## src/rtl/matrix_wb_pkg.sv

```systemverilog
// Shared types and sizing helpers for the matrix writeback block.
package matrix_wb_pkg;

  typedef enum logic [1:0] {
    ST_IDLE    = 2'd0,
    ST_COLLECT = 2'd1,
    ST_WRITE   = 2'd2
  } wb_state_e;

  function automatic int unsigned calc_latency(input int unsigned mem_depth,
                                               input int unsigned lane_num);
    return mem_depth + lane_num - 1;
  endfunction

  function automatic int unsigned calc_passes(input int unsigned bank_num,
                                              input int unsigned lane_num);
    return bank_num - lane_num + 1;
  endfunction

endpackage

```

## src/rtl/matrix_writeback_if.sv

```systemverilog
// Lane input and bank write bus of the matrix writeback block.
interface matrix_writeback_if #(
  parameter int unsigned DATA_WIDTH   = 8,
  parameter int unsigned MEM_DEPTH    = 8,
  parameter int unsigned IN_LANE_NUM  = 3,
  parameter int unsigned OUT_BANK_NUM = 8,
  parameter int unsigned ADDR_WIDTH   = $clog2(MEM_DEPTH)
);
  logic                                   en_wb;
  logic                                   data_valid_i;
  logic [IN_LANE_NUM-1:0][DATA_WIDTH-1:0] lane_i;
  logic [OUT_BANK_NUM-1:0][ADDR_WIDTH-1:0] addr_row_o;
  logic [OUT_BANK_NUM-1:0]                wr_en_o;
  logic [OUT_BANK_NUM-1:0][DATA_WIDTH-1:0] mem_row_o;
  logic                                   busy_o;
  logic                                   done_o;

  modport master (
    output en_wb, data_valid_i, lane_i,
    input  addr_row_o, wr_en_o, mem_row_o, busy_o, done_o
  );

  modport slave (
    input  en_wb, data_valid_i, lane_i,
    output addr_row_o, wr_en_o, mem_row_o, busy_o, done_o
  );
endinterface

```

## src/rtl/matrix_writeback_bank.sv

```systemverilog
// One bank column: MEM_DEPTH wrapping accumulators with clear and a read port.
module matrix_writeback_bank #(
  parameter int unsigned DATA_WIDTH = 8,
  parameter int unsigned MEM_DEPTH  = 8,
  parameter int unsigned ADDR_WIDTH = $clog2(MEM_DEPTH)
) (
  input  logic                  clk,
  input  logic                  nrst,
  input  logic                  clr_i,
  input  logic                  acc_en_i,
  input  logic [ADDR_WIDTH-1:0] acc_row_i,
  input  logic [DATA_WIDTH-1:0] acc_data_i,
  input  logic [ADDR_WIDTH-1:0] rd_row_i,
  output logic [DATA_WIDTH-1:0] rd_data_o
);
  logic [DATA_WIDTH-1:0] acc_q [MEM_DEPTH];
  logic [DATA_WIDTH-1:0] acc_d;

  assign acc_d     = acc_q[acc_row_i] + acc_data_i;
  assign rd_data_o = acc_q[rd_row_i];

  always_ff @(posedge clk or negedge nrst) begin
    if (!nrst) begin
      for (int unsigned i = 0; i < MEM_DEPTH; i++) acc_q[i] <= '0;
    end else if (clr_i) begin
      for (int unsigned i = 0; i < MEM_DEPTH; i++) acc_q[i] <= '0;
    end else if (acc_en_i) begin
      acc_q[acc_row_i] <= acc_d;
    end
  end
endmodule

```

## src/rtl/matrix_writeback.sv

```systemverilog
// De-skews systolic lane output into per-bank accumulators, then writes all banks row by row.
module matrix_writeback
  import matrix_wb_pkg::*;
#(
  parameter int unsigned DATA_WIDTH   = 8,
  parameter int unsigned MEM_DEPTH    = 8,
  parameter int unsigned IN_LANE_NUM  = 3,
  parameter int unsigned OUT_BANK_NUM = 8,
  parameter int unsigned ADDR_WIDTH   = $clog2(MEM_DEPTH)
) (
  input  logic               clk,
  input  logic               nrst,
  matrix_writeback_if.slave  bus
);
  localparam int unsigned LATENCY = calc_latency(MEM_DEPTH, IN_LANE_NUM);
  localparam int unsigned PASSES  = calc_passes(OUT_BANK_NUM, IN_LANE_NUM);
  localparam int unsigned ROW_W   = $clog2(LATENCY + 1);
  localparam int unsigned COL_W   = $clog2(PASSES + 1);

  wb_state_e             state_q;
  logic [ROW_W-1:0]      row_cnt_q;
  logic [COL_W-1:0]      col_cnt_q;
  logic [ADDR_WIDTH-1:0] wr_row_q;
  logic                  wr_en_q;
  logic                  busy_q;
  logic                  done_q;

  logic clr, collect_valid, last_row, last_pass;
  logic [OUT_BANK_NUM-1:0]                 acc_en;
  logic [OUT_BANK_NUM-1:0][ADDR_WIDTH-1:0] acc_row;
  logic [OUT_BANK_NUM-1:0][DATA_WIDTH-1:0] acc_data;
  logic [OUT_BANK_NUM-1:0][DATA_WIDTH-1:0] rd_data;
  logic [OUT_BANK_NUM-1:0][DATA_WIDTH-1:0] mem_row;
  logic [OUT_BANK_NUM-1:0][ADDR_WIDTH-1:0] addr_row;

  assign clr           = (state_q == ST_IDLE) && bus.en_wb;
  assign collect_valid = (state_q == ST_COLLECT) && bus.data_valid_i;
  assign last_row      = (row_cnt_q == ROW_W'(LATENCY - 1));
  assign last_pass     = (col_cnt_q == COL_W'(PASSES - 1));

  // Lane u lands on bank col+u; each bank sees at most one lane per cycle.
  always_comb begin
    acc_en   = '0;
    acc_row  = '0;
    acc_data = '0;
    for (int unsigned b = 0; b < OUT_BANK_NUM; b++) begin
      for (int unsigned u = 0; u < IN_LANE_NUM; u++) begin
        if (collect_valid && (b == 32'(col_cnt_q) + u) &&
            (32'(row_cnt_q) >= u) && (32'(row_cnt_q) <= MEM_DEPTH - 1 + u)) begin
          acc_en[b]   = 1'b1;
          acc_row[b]  = ADDR_WIDTH'(row_cnt_q - ROW_W'(u));
          acc_data[b] = bus.lane_i[u];
        end
      end
    end
  end

  always_ff @(posedge clk or negedge nrst) begin
    if (!nrst) begin
      state_q   <= ST_IDLE;
      row_cnt_q <= '0;
      col_cnt_q <= '0;
      wr_row_q  <= '0;
      wr_en_q   <= 1'b0;
      busy_q    <= 1'b0;
      done_q    <= 1'b0;
    end else begin
      done_q <= 1'b0;
      case (state_q)
        ST_IDLE: begin
          if (bus.en_wb) begin
            state_q   <= ST_COLLECT;
            busy_q    <= 1'b1;
            row_cnt_q <= '0;
            col_cnt_q <= '0;
          end
        end
        ST_COLLECT: begin
          if (bus.data_valid_i) begin
            if (last_row) begin
              row_cnt_q <= '0;
              col_cnt_q <= col_cnt_q + 1'b1;
              if (last_pass) begin
                state_q  <= ST_WRITE;
                wr_en_q  <= 1'b1;
                wr_row_q <= '0;
              end
            end else begin
              row_cnt_q <= row_cnt_q + 1'b1;
            end
          end
        end
        ST_WRITE: begin
          if (wr_row_q == ADDR_WIDTH'(MEM_DEPTH - 1)) begin
            state_q  <= ST_IDLE;
            wr_en_q  <= 1'b0;
            wr_row_q <= '0;
            busy_q   <= 1'b0;
            done_q   <= 1'b1;
          end else begin
            wr_row_q <= wr_row_q + 1'b1;
          end
        end
        default: state_q <= ST_IDLE;
      endcase
    end
  end

  for (genvar b = 0; b < OUT_BANK_NUM; b++) begin : g_bank
    matrix_writeback_bank #(
      .DATA_WIDTH (DATA_WIDTH),
      .MEM_DEPTH  (MEM_DEPTH),
      .ADDR_WIDTH (ADDR_WIDTH)
    ) u_bank (
      .clk        (clk),
      .nrst       (nrst),
      .clr_i      (clr),
      .acc_en_i   (acc_en[b]),
      .acc_row_i  (acc_row[b]),
      .acc_data_i (acc_data[b]),
      .rd_row_i   (wr_row_q),
      .rd_data_o  (rd_data[b])
    );
  end

  always_comb begin
    mem_row  = '0;
    addr_row = '0;
    for (int unsigned b = 0; b < OUT_BANK_NUM; b++) begin
      mem_row[b]  = wr_en_q ? rd_data[b] : '0;
      addr_row[b] = wr_row_q;
    end
  end

  assign bus.mem_row_o  = mem_row;
  assign bus.addr_row_o = addr_row;
  assign bus.wr_en_o    = {OUT_BANK_NUM{wr_en_q}};
  assign bus.busy_o     = busy_q;
  assign bus.done_o     = done_q;
endmodule

```

## src/flat_wrapper.sv

```systemverilog
// flat-port wrapper written by rule: the top's interface ports become plain ports
module matrix_writeback_flat import matrix_wb_pkg::*;
#(
  parameter int unsigned DATA_WIDTH   = 8,
  parameter int unsigned MEM_DEPTH    = 8,
  parameter int unsigned IN_LANE_NUM  = 3,
  parameter int unsigned OUT_BANK_NUM = 8,
  parameter int unsigned ADDR_WIDTH   = $clog2(MEM_DEPTH)
)
  (clk, nrst, bus_en_wb, bus_data_valid_i, bus_lane_i, bus_addr_row_o, bus_wr_en_o, bus_mem_row_o, bus_busy_o, bus_done_o);
  matrix_writeback_if #(.DATA_WIDTH(DATA_WIDTH), .MEM_DEPTH(MEM_DEPTH), .IN_LANE_NUM(IN_LANE_NUM), .OUT_BANK_NUM(OUT_BANK_NUM), .ADDR_WIDTH(ADDR_WIDTH)) bus_i ();
  input  logic clk;
  input  logic nrst;
  input wire logic [$bits(bus_i.en_wb)-1:0] bus_en_wb;
  input wire logic [$bits(bus_i.data_valid_i)-1:0] bus_data_valid_i;
  input wire logic [$bits(bus_i.lane_i)-1:0] bus_lane_i;
  output wire logic [$bits(bus_i.addr_row_o)-1:0] bus_addr_row_o;
  output wire logic [$bits(bus_i.wr_en_o)-1:0] bus_wr_en_o;
  output wire logic [$bits(bus_i.mem_row_o)-1:0] bus_mem_row_o;
  output wire logic [$bits(bus_i.busy_o)-1:0] bus_busy_o;
  output wire logic [$bits(bus_i.done_o)-1:0] bus_done_o;
  assign bus_i.en_wb = bus_en_wb;
  assign bus_i.data_valid_i = bus_data_valid_i;
  assign bus_i.lane_i = bus_lane_i;
  assign bus_addr_row_o = bus_i.addr_row_o;
  assign bus_wr_en_o = bus_i.wr_en_o;
  assign bus_mem_row_o = bus_i.mem_row_o;
  assign bus_busy_o = bus_i.busy_o;
  assign bus_done_o = bus_i.done_o;
  matrix_writeback #(.DATA_WIDTH(DATA_WIDTH), .MEM_DEPTH(MEM_DEPTH), .IN_LANE_NUM(IN_LANE_NUM), .OUT_BANK_NUM(OUT_BANK_NUM), .ADDR_WIDTH(ADDR_WIDTH)) u_core (.clk(clk), .nrst(nrst), .bus(bus_i));
endmodule
```

## config.mk

```make
export PLATFORM = sky130hd
export DESIGN_NAME = matrix_writeback_flat
export DESIGN_NICKNAME = d
export VERILOG_FILES = /design/src/rtl/matrix_wb_pkg.sv /design/src/rtl/matrix_writeback_if.sv /design/src/rtl/matrix_writeback_bank.sv /design/src/rtl/matrix_writeback.sv /design/src/flat_wrapper.sv
export SDC_FILE = /design/constraint.sdc
export NUM_CORES = 1
export LEC_CHECK = 0
export CAP_MARGIN = 10
export CORE_MARGIN = 2
export CORE_UTILIZATION = 67
export DETAILED_ROUTE_END_ITERATION = 7
export HOLD_SLACK_MARGIN = 0.05
export PLACE_DENSITY_LB_ADDON = 0.05
export SYNTH_ARGS = -nofsm -noshare
export SYNTH_HDL_FRONTEND = slang
export SYNTH_SLANG_ARGS = --single-unit
export TNS_END_PERCENT = 10
```

## constraint.sdc

```tcl
create_clock -name clk -period 12.8 [get_ports clk]
set_input_delay 1.92 -clock clk [delete_from_list [all_inputs] [get_ports clk]]
set_output_delay 1.92 -clock clk [all_outputs]
set_load 0.02 [all_outputs]
```

==> run metrics <==
CP bufs+invs 1; #FFs+latches synth 527; # DRC 0; net switching power 3336 uW; global-route wire length before repair 164200 um; Reg power frac 30.9%; Layout Nets 3651; Post-Syn Instances 3645; H-tree depth 2; clk_lat worst skew 630 ps; clock root cell clkbuf_16; Async SR Flop Fraction 100.0%; synth warn 0; HPWL Detailed 66310 um; P&R area growth vs syn 8.539%; IR drop worst, VDD 0.1290 mV; final cycle utilization of the critical path 66.09%; Max-Slew Margin vs Limit 17.78%; post-placement cell area 34530 um2; Row Count 81; Pwr Density 207.8 nW/um2; critical path depth 18; Comb pwr share 47.3%; WHS Path Cells 1; die area 51840 um2; Syn Std Cell Area 33520 um2; Area contributors post-synth dfrtp_1, mux4_2, nand3_1; run status finished, final reports clean; delay-heaviest family, CP compound AO/OA/AOI/OAI gates; Mean Syn Cell Area 9.197 um2; TritonCTS Buffers 57; initial core utilization 68.20%; Crit. End Element flip-flop; Netlist cell types 104; die width 227.7 um; max-cap viol count 0; skew final 24.67 ps; fmax 118.2 MHz; Placer Congestion 0.9831; post-cts sizing count 0; slowest stage cell, crit path a2111oi_4; endpoints failing setup 0; top-count cell post-synth dfrtp_1; All-Layer GR Usage 40.76%; syn nets 3754; post-place setup slack 3903 ps; CTS Sinks 527; Critical path origin bus_data_valid_i; routed len/inst 24.75 um; Internal 4224 uW; WS Path Type in -> reg; worst-margin pin slew 1233 ps; core footprint 49150 um2; layout cells sized above 1 10.48%; power share of the clock group 21.8%; main flop type after synthesis dfrtp_1; Leak 0.01472 uW; setup_tns 0 ps; Critical Path RT 13270 ps; reg2reg path depth 19; hold buffers post-CTS 0; vias per inst 7.227; total gr overflow 0; count of pins over their slew limit 0; EDFF count, synth 0; Setup crit start kind input pin; fin crit period 8459 ps; I/O pin count 126; CTS clk-pin slew, worst paths 60 ps; RSZ-0062 raised after global routing false; final wirelength 105400 um; Max stage delay on crit path 980 ps; dominant cell type by area after synthesis dfrtp_1; min-delay src u_core.g_bank[2].u_bank.acc_q[47]$_DFFE_PN0P_; drt first pass iters 8; FF-to-FF Start u_core.row_cnt_q[0]$_DFFE_PN0P_; DR iter-0 viols 3873; Final Hold Violating Endpoints 0; CTS tree built; Buffers on Ports 125; most frequent cells after synthesis dfrtp_1, nand3_1, o21ai_0, nand2_1, nor2_1; Post-CTS Setup Inserts 0; largest net degree at the start of global routing 245; Sw Share 44.13%; sequential-to-total area share from yosys stat 39.34%; post-synth top area share 39.34%; clk buf depth 3; critical path cell sequence clkdlybuf4s50_1 > nand3b_4 > a2111oi_4 > nand3_1 > mux2_2 > a22o_1 > nand2_1 > o221ai_1 > nor3_1 > ha_1 > a21o_1 > a21oi_1 > o21bai_1 > a21oi_1 > o21ai_0 > xor2_1 > xor2_1 > o21ai_1; Max FO, Critical Path 25; initial antenna violation count 11; CP arrival 8930 ps; vias 30.76k; Die H 227.7 um; fin area 36390 um2; Final ANT Viol Nets 0; setup slack after layout 4341 ps; worst hold path type reg -> reg; vias in the first global route 29.59k
-- registers in the layout, summed over array words and instances, names as in the netlist --
signal / flops
u_core.wr_row_q: 3
u_core.state_q: 2
u_core.bus.busy_o: 1
u_core.wr_en_q: 1
u_core.g_bank.u_bank.acc_q: 512
u_core.row_cnt_q: 4
u_core.col_cnt_q: 3
u_core.bus.done_o: 1
-- area by class of cell --
cell class	count	area (um2)
multi-input cells	2731	18620
flip-flops and latches	527	13200
fillers	3569	12770
clock buffers	91	1727
repair buffers	182	1709
well taps	664	830.8
inverters	43	161.4
clock inverters	13	121.4
diodes	5	12.51
-- power by group through the flow --
stage	registers, uW	clock network (uW)	logic, uW
2_1_floorplan	2220	0	2600
3_3_place_gp	2320	0	3360
3_5_place_dp	2340	0	3460
4_1_cts	2320	1660	3490
5_1_grt	2370	1730	3870
6_report	2340	1650	3580
-- routing by layer --
| metal | wire length, um | global-route usage, % | share of wire [%] | vias to the layer above |
|---|---|---|---|---|
| li1 | - | - | - | 13290 |
| met1 | 40120 | 54.58 | 38 | 15020 |
| met2 | 48180 | 62.21 | 46 | 2000 |
| met3 | 11530 | 10.16 | 11 | 439 |
| met4 | 5424 | 20.54 | 5.1 | 14 |
| met5 | 94 | 0.4744 | 0.089 | - |
-- stage by stage --
stage | power (uW) | util (%) | cells | hold WS, ps
2_1_floorplan | 4816 | - | 3645 | 444.8
3_3_place_gp | 5670 | 70.24 | 4147 | 470.3
3_5_place_dp | 5808 | 70.24 | 4147 | 493.0
4_1_cts | 7466 | 74.00 | 4251 | 501.3
5_1_grt | 7962 | 74.02 | 4255 | 519.7
6_report | 7560 | 74.03 | 4256 | 501.4
-- final timing paths --
path,to,slack [ps]
max in group asynchronous,u_core.g_bank[5].u_bank.acc_q[47]$_DFFE_PN0P_,8510
worst min register to register,u_core.g_bank[2].u_bank.acc_q[47]$_DFFE_PN0P_,500
min in group asynchronous,u_core.g_bank[1].u_bank.acc_q[48]$_DFFE_PN0P_,1250
worst max-delay path,u_core.g_bank[3].u_bank.acc_q[55]$_DFFE_PN0P_,4340
worst max register to register,u_core.g_bank[3].u_bank.acc_q[55]$_DFFE_PN0P_,5140
worst min-delay path,u_core.g_bank[2].u_bank.acc_q[47]$_DFFE_PN0P_,500
-- cells by family after synthesis --
family,count (synthesis),synth area share (%)
and+or+nand+nor,1274,18.00
AOI/OAI and AO/OA,1051,19.73
DFF,527,39.34
buffers and inverters,387,5.184
muxes,265,12.89
adders and majority gates,81,3.202
xor gates and xnor gates,60,1.657
-- placed cells by master (no fill, tap or decap), types with 11 or more instances in the layout --
master	count
dfrtp_1	523
nand3_1	506
o21ai_0	477
nand2_1	347
nor2_1	180
mux4_2	131
clkdlybuf4s50_1	124
o22ai_1	114
mux2i_1	111
a21oi_1	87
nor2b_1	73
o21ai_1	73
ha_1	73
clkbuf_16	59
buf_4	55
a31oi_1	51
nor3_1	43
inv_1	40
xor2_1	29
a21o_1	28
and3_1	27
xnor2_1	27
o221ai_1	25
mux2_2	23
nand2b_1	22
clkbuf_1	19
a32o_1	15
o31ai_1	14
and2_1	13
clkbuf_8	13
o21bai_1	12
a22o_1	11
No activity file was read; power rests on OpenSTA's default activity.
